`src/rtl/mult_share_arbiter.sv`:
```
// mult_share_arbiter: burst-locking round-robin sharing of one complex multiplier between two requesters.
// Define MULT_ARB_STAT_EN to add saturating beat/conflict statistics outputs.
module mult_share_arbiter #(
    parameter int WIDTH     = 16,
    parameter int MAX_BURST = 8
) (
    input  logic             clock,
    input  logic             reset,
    input  logic             rq0_valid,
    input  logic             rq0_last,
    output logic             rq0_ready,
    input  logic [WIDTH-1:0] rq0_ar,
    input  logic [WIDTH-1:0] rq0_ai,
    input  logic [WIDTH-1:0] rq0_br,
    input  logic [WIDTH-1:0] rq0_bi,
    input  logic             rq1_valid,
    input  logic             rq1_last,
    output logic             rq1_ready,
    input  logic [WIDTH-1:0] rq1_ar,
    input  logic [WIDTH-1:0] rq1_ai,
    input  logic [WIDTH-1:0] rq1_br,
    input  logic [WIDTH-1:0] rq1_bi,
    output logic [WIDTH-1:0] mul_ar,
    output logic [WIDTH-1:0] mul_ai,
    output logic [WIDTH-1:0] mul_br,
    output logic [WIDTH-1:0] mul_bi,
    input  logic [WIDTH-1:0] mul_mr,
    input  logic [WIDTH-1:0] mul_mi,
    output logic             out_valid,
    output logic             out_id,
    output logic [WIDTH-1:0] out_mr,
    output logic [WIDTH-1:0] out_mi
`ifdef MULT_ARB_STAT_EN
    ,
    output logic [15:0]      stat_beats0,
    output logic [15:0]      stat_beats1,
    output logic [15:0]      stat_conflict
`endif
);
    localparam logic [1:0] IDLE = 2'd0;
    localparam logic [1:0] OWN0 = 2'd1;
    localparam logic [1:0] OWN1 = 2'd2;

    logic [1:0] state, state_nxt;
    logic       rr_ptr, rr_nxt;
    logic [7:0] beat_cnt, cnt_nxt;
    logic       own, sel, cur_valid, cur_last, oth_valid, acc, hit, leave;
    logic       vld_p, id_p;

    assign own       = (state == OWN0) || (state == OWN1);
    assign sel       = state == OWN1;
    assign cur_valid = sel ? rq1_valid : rq0_valid;
    assign cur_last  = sel ? rq1_last : rq0_last;
    assign oth_valid = sel ? rq0_valid : rq1_valid;
    assign acc       = own && cur_valid;
    assign hit       = acc && ({1'b0, beat_cnt} + 9'd1 == 9'(MAX_BURST));
    assign leave     = own && (!cur_valid || (acc && cur_last) || hit);
    // ready depends only on the registered state, never on the competing requester
    assign rq0_ready = state == OWN0;
    assign rq1_ready = state == OWN1;

    always_comb begin
        state_nxt = own ? state : IDLE;
        rr_nxt    = rr_ptr;
        cnt_nxt   = acc ? beat_cnt + 8'd1 : beat_cnt;
        if (!own) begin
            state_nxt = (rq0_valid && (!rq1_valid || !rr_ptr)) ? OWN0 : rq1_valid ? OWN1 : IDLE;
            cnt_nxt   = 8'd0;
        end else if (leave) begin
            rr_nxt    = ~sel;
            cnt_nxt   = 8'd0;
            state_nxt = oth_valid ? (sel ? OWN0 : OWN1) : (cur_valid && !cur_last) ? state : IDLE;
        end
    end

    always_ff @(posedge clock or negedge reset) begin
        if (!reset) begin
            state     <= IDLE;
            rr_ptr    <= 1'b0;
            beat_cnt  <= 8'd0;
            mul_ar    <= '0;
            mul_ai    <= '0;
            mul_br    <= '0;
            mul_bi    <= '0;
            vld_p     <= 1'b0;
            id_p      <= 1'b0;
            out_valid <= 1'b0;
            out_id    <= 1'b0;
            out_mr    <= '0;
            out_mi    <= '0;
        end else begin
            state     <= state_nxt;
            rr_ptr    <= rr_nxt;
            beat_cnt  <= cnt_nxt;
            vld_p     <= acc;
            out_valid <= vld_p;
            if (acc) begin
                mul_ar <= sel ? rq1_ar : rq0_ar;
                mul_ai <= sel ? rq1_ai : rq0_ai;
                mul_br <= sel ? rq1_br : rq0_br;
                mul_bi <= sel ? rq1_bi : rq0_bi;
                id_p   <= sel;
            end
            if (vld_p) begin
                out_mr <= mul_mr;
                out_mi <= mul_mi;
                out_id <= id_p;
            end
        end
    end

`ifdef MULT_ARB_STAT_EN
    always_ff @(posedge clock or negedge reset) begin
        if (!reset) begin
            stat_beats0   <= 16'd0;
            stat_beats1   <= 16'd0;
            stat_conflict <= 16'd0;
        end else begin
            if (acc && !sel && stat_beats0 != 16'hFFFF) stat_beats0 <= stat_beats0 + 16'd1;
            if (acc && sel && stat_beats1 != 16'hFFFF) stat_beats1 <= stat_beats1 + 16'd1;
            // with a single grant, both valid always means one of them is stalled
            if (rq0_valid && rq1_valid && stat_conflict != 16'hFFFF) stat_conflict <= stat_conflict + 16'd1;
        end
    end
`endif
endmodule

```
`config.mk`:
```
export PLATFORM = sky130hd
export DESIGN_NAME = mult_share_arbiter
export DESIGN_NICKNAME = d
export VERILOG_FILES = /design/src/rtl/mult_share_arbiter.sv
export SDC_FILE = /design/constraint.sdc
export NUM_CORES = 1
export LEC_CHECK = 0
export ABC_AREA = 1
export CORE_MARGIN = 2
export CORE_UTILIZATION = 42
export DETAILED_ROUTE_END_ITERATION = 6
export PLACE_DENSITY = 0.83
export SYNTH_ARGS = -nofsm -noshare
export SYNTH_HDL_FRONTEND = slang
export SYNTH_SLANG_ARGS = --single-unit
```
`constraint.sdc`:
```
create_clock -name clock -period 4.1 [get_ports clock]
set_input_delay 0.615 -clock clock [delete_from_list [all_inputs] [get_ports clock]]
set_output_delay 0.615 -clock clock [all_outputs]
set_load 0.03 [all_outputs]
```
==> out/metrics.cfg, run 1 <==
[power]
p_sw_share_pct = 44.5
internal_power_uw = 3550
p_sw_uw = 2850
power.ir.vdd_worst_uv = 510
pwr-share-clk_pct = 12.9
total_power_of_the_final_layout_uw = 6400
power.leakage_uw = 0.00330
seqPwrFrac_pct = 29.9
combinationalPowerShare_pct = 57.2
power.density_cell_area_nw_per_um2 = 813

[critical_path]
cp_max_fo = 37
r2r_slack_ps = 1440
cp.required_ps = 3480
cp-startpoint = state[0]$_DFFE_PN0P_
regToRegStartpoint = state[0]$_DFFE_PN0P_
setup.worst_path.class = reg -> out
crit_path_to = rq1_ready
start_kind = register
setup.worst_path.end_class = primary output
crit_arrival_ps = 2260
rr_endpoint = mul_br[15]$_DFFE_PN0P_
worst-r2r-cell-count = 9

[placement]
dp.cells = 902
port-buffer-count = 265
place_hpwl_mm = 10.7
place_congestion = 0.895

[timing]
worst_clock_skew_ps = 8.33
timing_max_transition_violations_final = 0
final_setup_violation_count = 0
timing.final.hold_violations = 0
period_minus_slack_ps = 2880
actual_slew_at_the_worst_max_slew_pin_ps = 770
rsz_0062_raised_after_global_routing = false
fmaxAchievable_ghz = 0.348
final.period_utilization_pct = 70.1
final.setup.tns_ps = 0
maxSlewHeadroom_pct = 48.7

[drt]
drt-total-wl_mm = 14.3
drt-vias-per-instance = 5.05
drt_first_pass_iters = 6
detail-route-antenna-nets = 0
route.vias.total = 4638
avgRoutedWirePerCell_um = 15.6
post-route-drc-count = 0
detailedRoute.firstIterationViolations = 288

[die]
die_height_um = 112
ioPinCount = 266
core_area_um2 = 11400
floorplan.initialDensity_pct = 42.7
fp-row-count = 39
die_w_um = 112
dieArea_um2 = 12400

[clocking]
path_clk_slew_ps = 70
cts_made_buffers = 9
tritoncts = yes
tritoncts_num_sinks = 111
clock_latency_ps = 340
cts.repair_timing.setup_buffer_count = 0
cts.htree.levels = 3
post_cts_resize_count = 0
clk_path_buf_depth = 2
cts_root_buffer = sky130_fd_sc_hd__clkbuf_16
holdBufCountCts = 0

[yosys]
synth.cell_area_um2 = 4860
synth.ff_latch_count = 111
ys.warnings.count = 0
syn_inst = 521
postSynthNetCount = 690
asyncSetResetFlopFracSynth_pct = 100
synth.lib_cells_used.distinct = 28
number_of_synthesized_flops_with_an_enable_pin = 0
postSynth.topFlopCell = sky130_fd_sc_hd__dfrtp_1
seq_area_frac_synth_pct = 57.2
synthesized_area_per_cell_um2 = 9.32

[grt]
first_pass_grt_wire_length_mm = 23.3
grt_overflow = 0
groute.usage.overall_pct = 23.5
grt_pass1_vias = 4703
antenna_found_initial = 0
maximum_number_of_pins_on_one_net_before_global_route_repair = 112

[cells_and_area]
fin_cells = 918
areaGrowthSynthToFinish_pct = 62.0
final_layout_size_suffix_gt1_share_pct = 8.39
n_fill_cell = 868
total_number_of_nets_in_the_final_design = 939
insertedDiodeCount = 0
share_of_the_core_filled_with_cells_pct = 69.2

[run]
max-cap-violations = 0

[hold_path]
hp-class = in -> async

[status]
outcome = finished clean

-- per-stage QoR --
step | setup slack (ps) | area (um^2) | hold slack, ps
3_5_place_dp | 1510 | 7580 | 412
6_report | 1220 | 7870 | 348
3_3_place_gp | 1620 | 7580 | 405
4_1_cts | 1190 | 7870 | 371
2_1_floorplan | 2360 | 4860 | 319
5_1_grt | 1110 | 7870 | 418
-- power groups by stage --
stage	logic (uW)	clock network, uW	registers [uW]
final	3660	827	1910
after global routing	3920	896	1980
after floorplan	1250	0	2860
after detailed placement	3680	0	1930
after CTS	3690	844	1920
after global placement	3590	0	1910
-- layout by cell type (no fill, tap or decap), drive strengths merged, types with 2 or more instances in the layout --
master | synthesis | layout
clkinv | 0 | 2
a31oi | 64 | 64
ha | 3 | 3
clkdlybuf4s50 | 0 | 264
o21ai | 4 | 4
clkinvlp | 0 | 3
mux2 | 32 | 32
buf | 21 | 7
nand2 | 158 | 158
nand3 | 11 | 11
nor2 | 79 | 79
dfrtp | 111 | 111
inv | 15 | 17
a21oi | 4 | 4
nor3 | 2 | 2
clkbuf | 12 | 9
-- registers in the layout, indices dropped and copies added (netlist names) --
register / flops
rr_ptr: 1
mul_ar: 16
vld_p: 1
mul_ai: 16
id_p: 1
out_mr: 16
mul_bi: 16
state: 2
out_id: 1
out_mi: 16
beat_cnt: 8
out_valid: 1
mul_br: 16
-- cells by family after synthesis --
| group | after synthesis | synth area share [%] |
|---|---|---|
| adders and majority gates | 3 | 0.773 |
| and+or+nand+nor | 252 | 20.6 |
| muxes | 32 | 7.42 |
| DFF | 111 | 57.2 |
| buffers and inverters | 48 | 4.46 |
| xor gates and xnor gates | 1 | 0.180 |
| AOI/OAI and AO/OA | 74 | 9.35 |
-- cell usage after synthesis (2+ instances only) --
master	instances	area, um^2
sky130_fd_sc_hd__buf_1	2	7.51
sky130_fd_sc_hd__a21oi_1	4	20.0
sky130_fd_sc_hd__clkbuf_1	12	45.0
sky130_fd_sc_hd__inv_1	13	48.8
sky130_fd_sc_hd__nor2_2	2	12.5
sky130_fd_sc_hd__inv_2	2	7.51
sky130_fd_sc_hd__buf_4	5	37.5
sky130_fd_sc_hd__nand3_1	10	50.1
sky130_fd_sc_hd__dfrtp_1	111	2780
sky130_fd_sc_hd__o21ai_0	3	15.0
sky130_fd_sc_hd__buf_2	14	70.1
sky130_fd_sc_hd__nand2_1	156	586
sky130_fd_sc_hd__mux2_2	32	360
sky130_fd_sc_hd__a31oi_1	64	400
sky130_fd_sc_hd__ha_1	3	37.5
sky130_fd_sc_hd__nor2_1	76	285
-- per-layer routing --
layer,GRT usage (%),vias to the layer above,wire [um]
met5,0,-,0
li1,-,2223,-
met3,6.97,26,1090
met4,8.40,0,323
met1,27.2,2179,5580
met2,41.5,210,7330
-- worst min-delay path by stage --
stage | start | end | slack [ps] | depth (start not counted)
2_1_floorplan | reset | beat_cnt[0]$_DFFE_PN0P_ | 320 | 0
3_3_place_gp | vld_p$_DFF_PN0_ | out_valid$_DFF_PN0_ | 410 | 0
3_5_place_dp | vld_p$_DFF_PN0_ | out_valid$_DFF_PN0_ | 410 | 0
4_1_cts | reset | out_mi[1]$_DFFE_PN0P_ | 370 | 1
5_1_grt | reset | out_mi[1]$_DFFE_PN0P_ | 420 | 1
6_report | reset | out_mi[1]$_DFFE_PN0P_ | 350 | 1
-- worst max-delay path, cell delays in order, from the launching register on --
cell and delay, ps:
sky130_fd_sc_hd__dfrtp_1 400, sky130_fd_sc_hd__inv_1 80, sky130_fd_sc_hd__ha_2 630, sky130_fd_sc_hd__clkdlybuf4s50_1 800
-- cell type report --
class	instances	area (um^2)	area share, %
Clock buffer	9	225	2.86
Inverter	15	56.3	0.716
Tap cell	143	179	2.27
Clock inverter	7	57.6	0.732
Timing Repair Buffer	271	2710	34.4
Multi-Input combinational cell	362	1860	23.7
Sequential cell	111	2780	35.3
(Power assumes the default switching activity.)
==> run 2: changes to the inputs <==
- CORE_UTILIZATION: 42 -> 35
- PLACE_DENSITY: 0.83 -> 0.73
- clock period: 4.1 -> 2.4 ns (I/O delays scaled with it)
==> run 2 against run 1 <==
  * Sequential power increased by 70%
  * Largest cell class unchanged
  * Cell count increased by 4.5%
  * Worst setup slack got worse by 1000 ps
==> out/metrics.cfg, run 2 (synthesis gave the netlist of run 1 again) <==
[critical_path]
worstPathBufferInverterCount = 2
cp_max_fo = 11
setup.worst_path.end_class = primary output
regToRegStartpoint = state[0]$_DFFE_PN0P_
setup.worst_path.class = reg -> out
cp.required_ps = 2040
worst-r2r-cell-count = 8
cpPeakStageDelay_ps = 730
crit_arrival_ps = 1860
cell_by_cell_listing_of_the_critical_path = inv_1 > ha_2 > clkdlybuf4s50_1
critical-path-slowest-cell = sky130_fd_sc_hd__clkdlybuf4s50_1
cp-startpoint = state[0]$_DFFE_PN0P_
worst_path_dominant_cell_family = buffers and inverters
start_kind = register
cp.depth = 3

[timing]
postLayoutSetupSlackWorst_ps = 185
maxSlewHeadroom_pct = 63.9
worst_clock_skew_ps = 7.77
fmaxAchievable_ghz = 0.451
final.hold.worst_slack_ps = 400
rsz_0062_raised_after_global_routing = false
timing_max_transition_violations_final = 0
final.setup.tns_ps = 0
final_setup_violation_count = 0
period_minus_slack_ps = 2220
actual_slew_at_the_worst_max_slew_pin_ps = 542
final.period_utilization_pct = 92.3
timing.final.hold_violations = 0

[grt]
antenna_found_initial = 0
maximum_number_of_pins_on_one_net_before_global_route_repair = 71
grt_overflow = 0
grt_pass1_vias = 4646
groute.usage.overall_pct = 19.3
first_pass_grt_wire_length_mm = 22.0

[power]
power.ir.vdd_worst_uv = 616
total_power_of_the_final_layout_uw = 11100
power.density_cell_area_nw_per_um2 = 1390
power.leakage_uw = 0.00334

[drt]
avgRoutedWirePerCell_um = 15.2
route.vias.total = 4583
drt_first_pass_iters = 5
detail-route-antenna-nets = 0
drt-vias-per-instance = 4.78
drt-total-wl_mm = 14.6
post-route-drc-count = 0
detailedRoute.firstIterationViolations = 176

[cells_and_area]
final_common_cell = sky130_fd_sc_hd__clkdlybuf4s50_1
total_number_of_nets_in_the_final_design = 943
share_of_the_core_filled_with_cells_pct = 58.4
areaGrowthSynthToFinish_pct = 64.9
final_layout_size_suffix_gt1_share_pct = 8.73
multi_input_logic_area_um2 = 1860
area_occupied_by_registers_um2 = 2780
insertedDiodeCount = 0
layout_common_cells = sky130_fd_sc_hd__clkdlybuf4s50_1, sky130_fd_sc_hd__nand2_1, sky130_fd_sc_hd__dfrtp_1
n_fill_cell = 1159

[clocking]
tritoncts = yes
cts_root_buffer = sky130_fd_sc_hd__clkbuf_16
path_clk_slew_ps = 70
tritoncts_num_sinks = 111
clock_latency_ps = 350
clk_path_buf_depth = 2
cts_made_buffers = 9
post_cts_resize_count = 0
cts.htree.levels = 3

[die]
ioPinCount = 266
fp-row-count = 43
dieArea_um2 = 14800
die_w_um = 122
core_area_um2 = 13700
floorplan.initialDensity_pct = 35.4
die_height_um = 122

[placement]
port-buffer-count = 265
place_congestion = 0.836
pre_cts_ws_ps = 471
place_hpwl_mm = 11.1

[hold_path]
hp-class = in -> async

[status]
outcome = finished clean

[run]
max-cap-violations = 0

## run 2: changes by cell type in the layout (fill, tap and decap cells not counted), sizes merged
cell / before / now
buf: 7 / 10
clkbuf: 9 / 11
bufinv: 0 / 1
clkinv: 2 / 1
clkinvlp: 3 / 2
dlygate4sd3: 0 / 1
inv: 17 / 16
## run 2: through the flow
stage	cell area (um^2)	std cells
after floorplan	4860	521
after global placement	7680	942
after detailed placement	7680	942
after CTS	8010	959
after global routing	8010	959
final	8010	959
## run 2: power by group
part	internal, uW	switching, uW	total, uW
Clock	876	698	1570
Combinational	2630	3680	6310
Sequential	2770	472	3250
## run 2: path summary, 6_finish.rpt
kind	end	slack, ps
worst min-delay path	out_mr[14]$_DFFE_PN0P_	400
worst max-delay path	rq1_ready	180
max in group asynchronous	out_mi[12]$_DFFE_PN0P_	1230
worst min register to register	out_id$_DFFE_PN0P_	470
min in group clock	out_id$_DFFE_PN0P_	470
worst max register to register	state[1]$_DFFE_PN0P_	440
## run 2: final cells by class
| type | instances | area share, % |
|---|---|---|
| flip-flops and latches | 111 | 34.7 |
| clock inverters | 5 | 0.813 |
| clock buffers | 11 | 3.16 |
| multi-input cells | 362 | 23.3 |
| repair buffers | 275 | 34.5 |
| inverters | 15 | 0.703 |
| well taps | 180 | 2.81 |
## run 2: repair_timing
action / in CTS / in global routing
hold buffers: 1 / 0
hold endpoints to repair: 10 / 0
buffers inserted: 0 / 0
## run 2: per-layer routing
metal	part of all wire, %	vias up	track usage, %	routed length (um)
met5	0	-	0	0
met4	3.4	0	10.5	494
met3	9.1	32	6.13	1330
met2	49	214	33.8	7130
met1	39	2110	20.5	5610
li1	-	2227	-	-
## run 2: worst register-to-register path: cells and delay by family (launching register included)
family,cells,cell delay [ps]
buf+inv,2,560
flops,1,400
simple gates,4,350
fa+ha+maj,1,310
compound gates,1,240
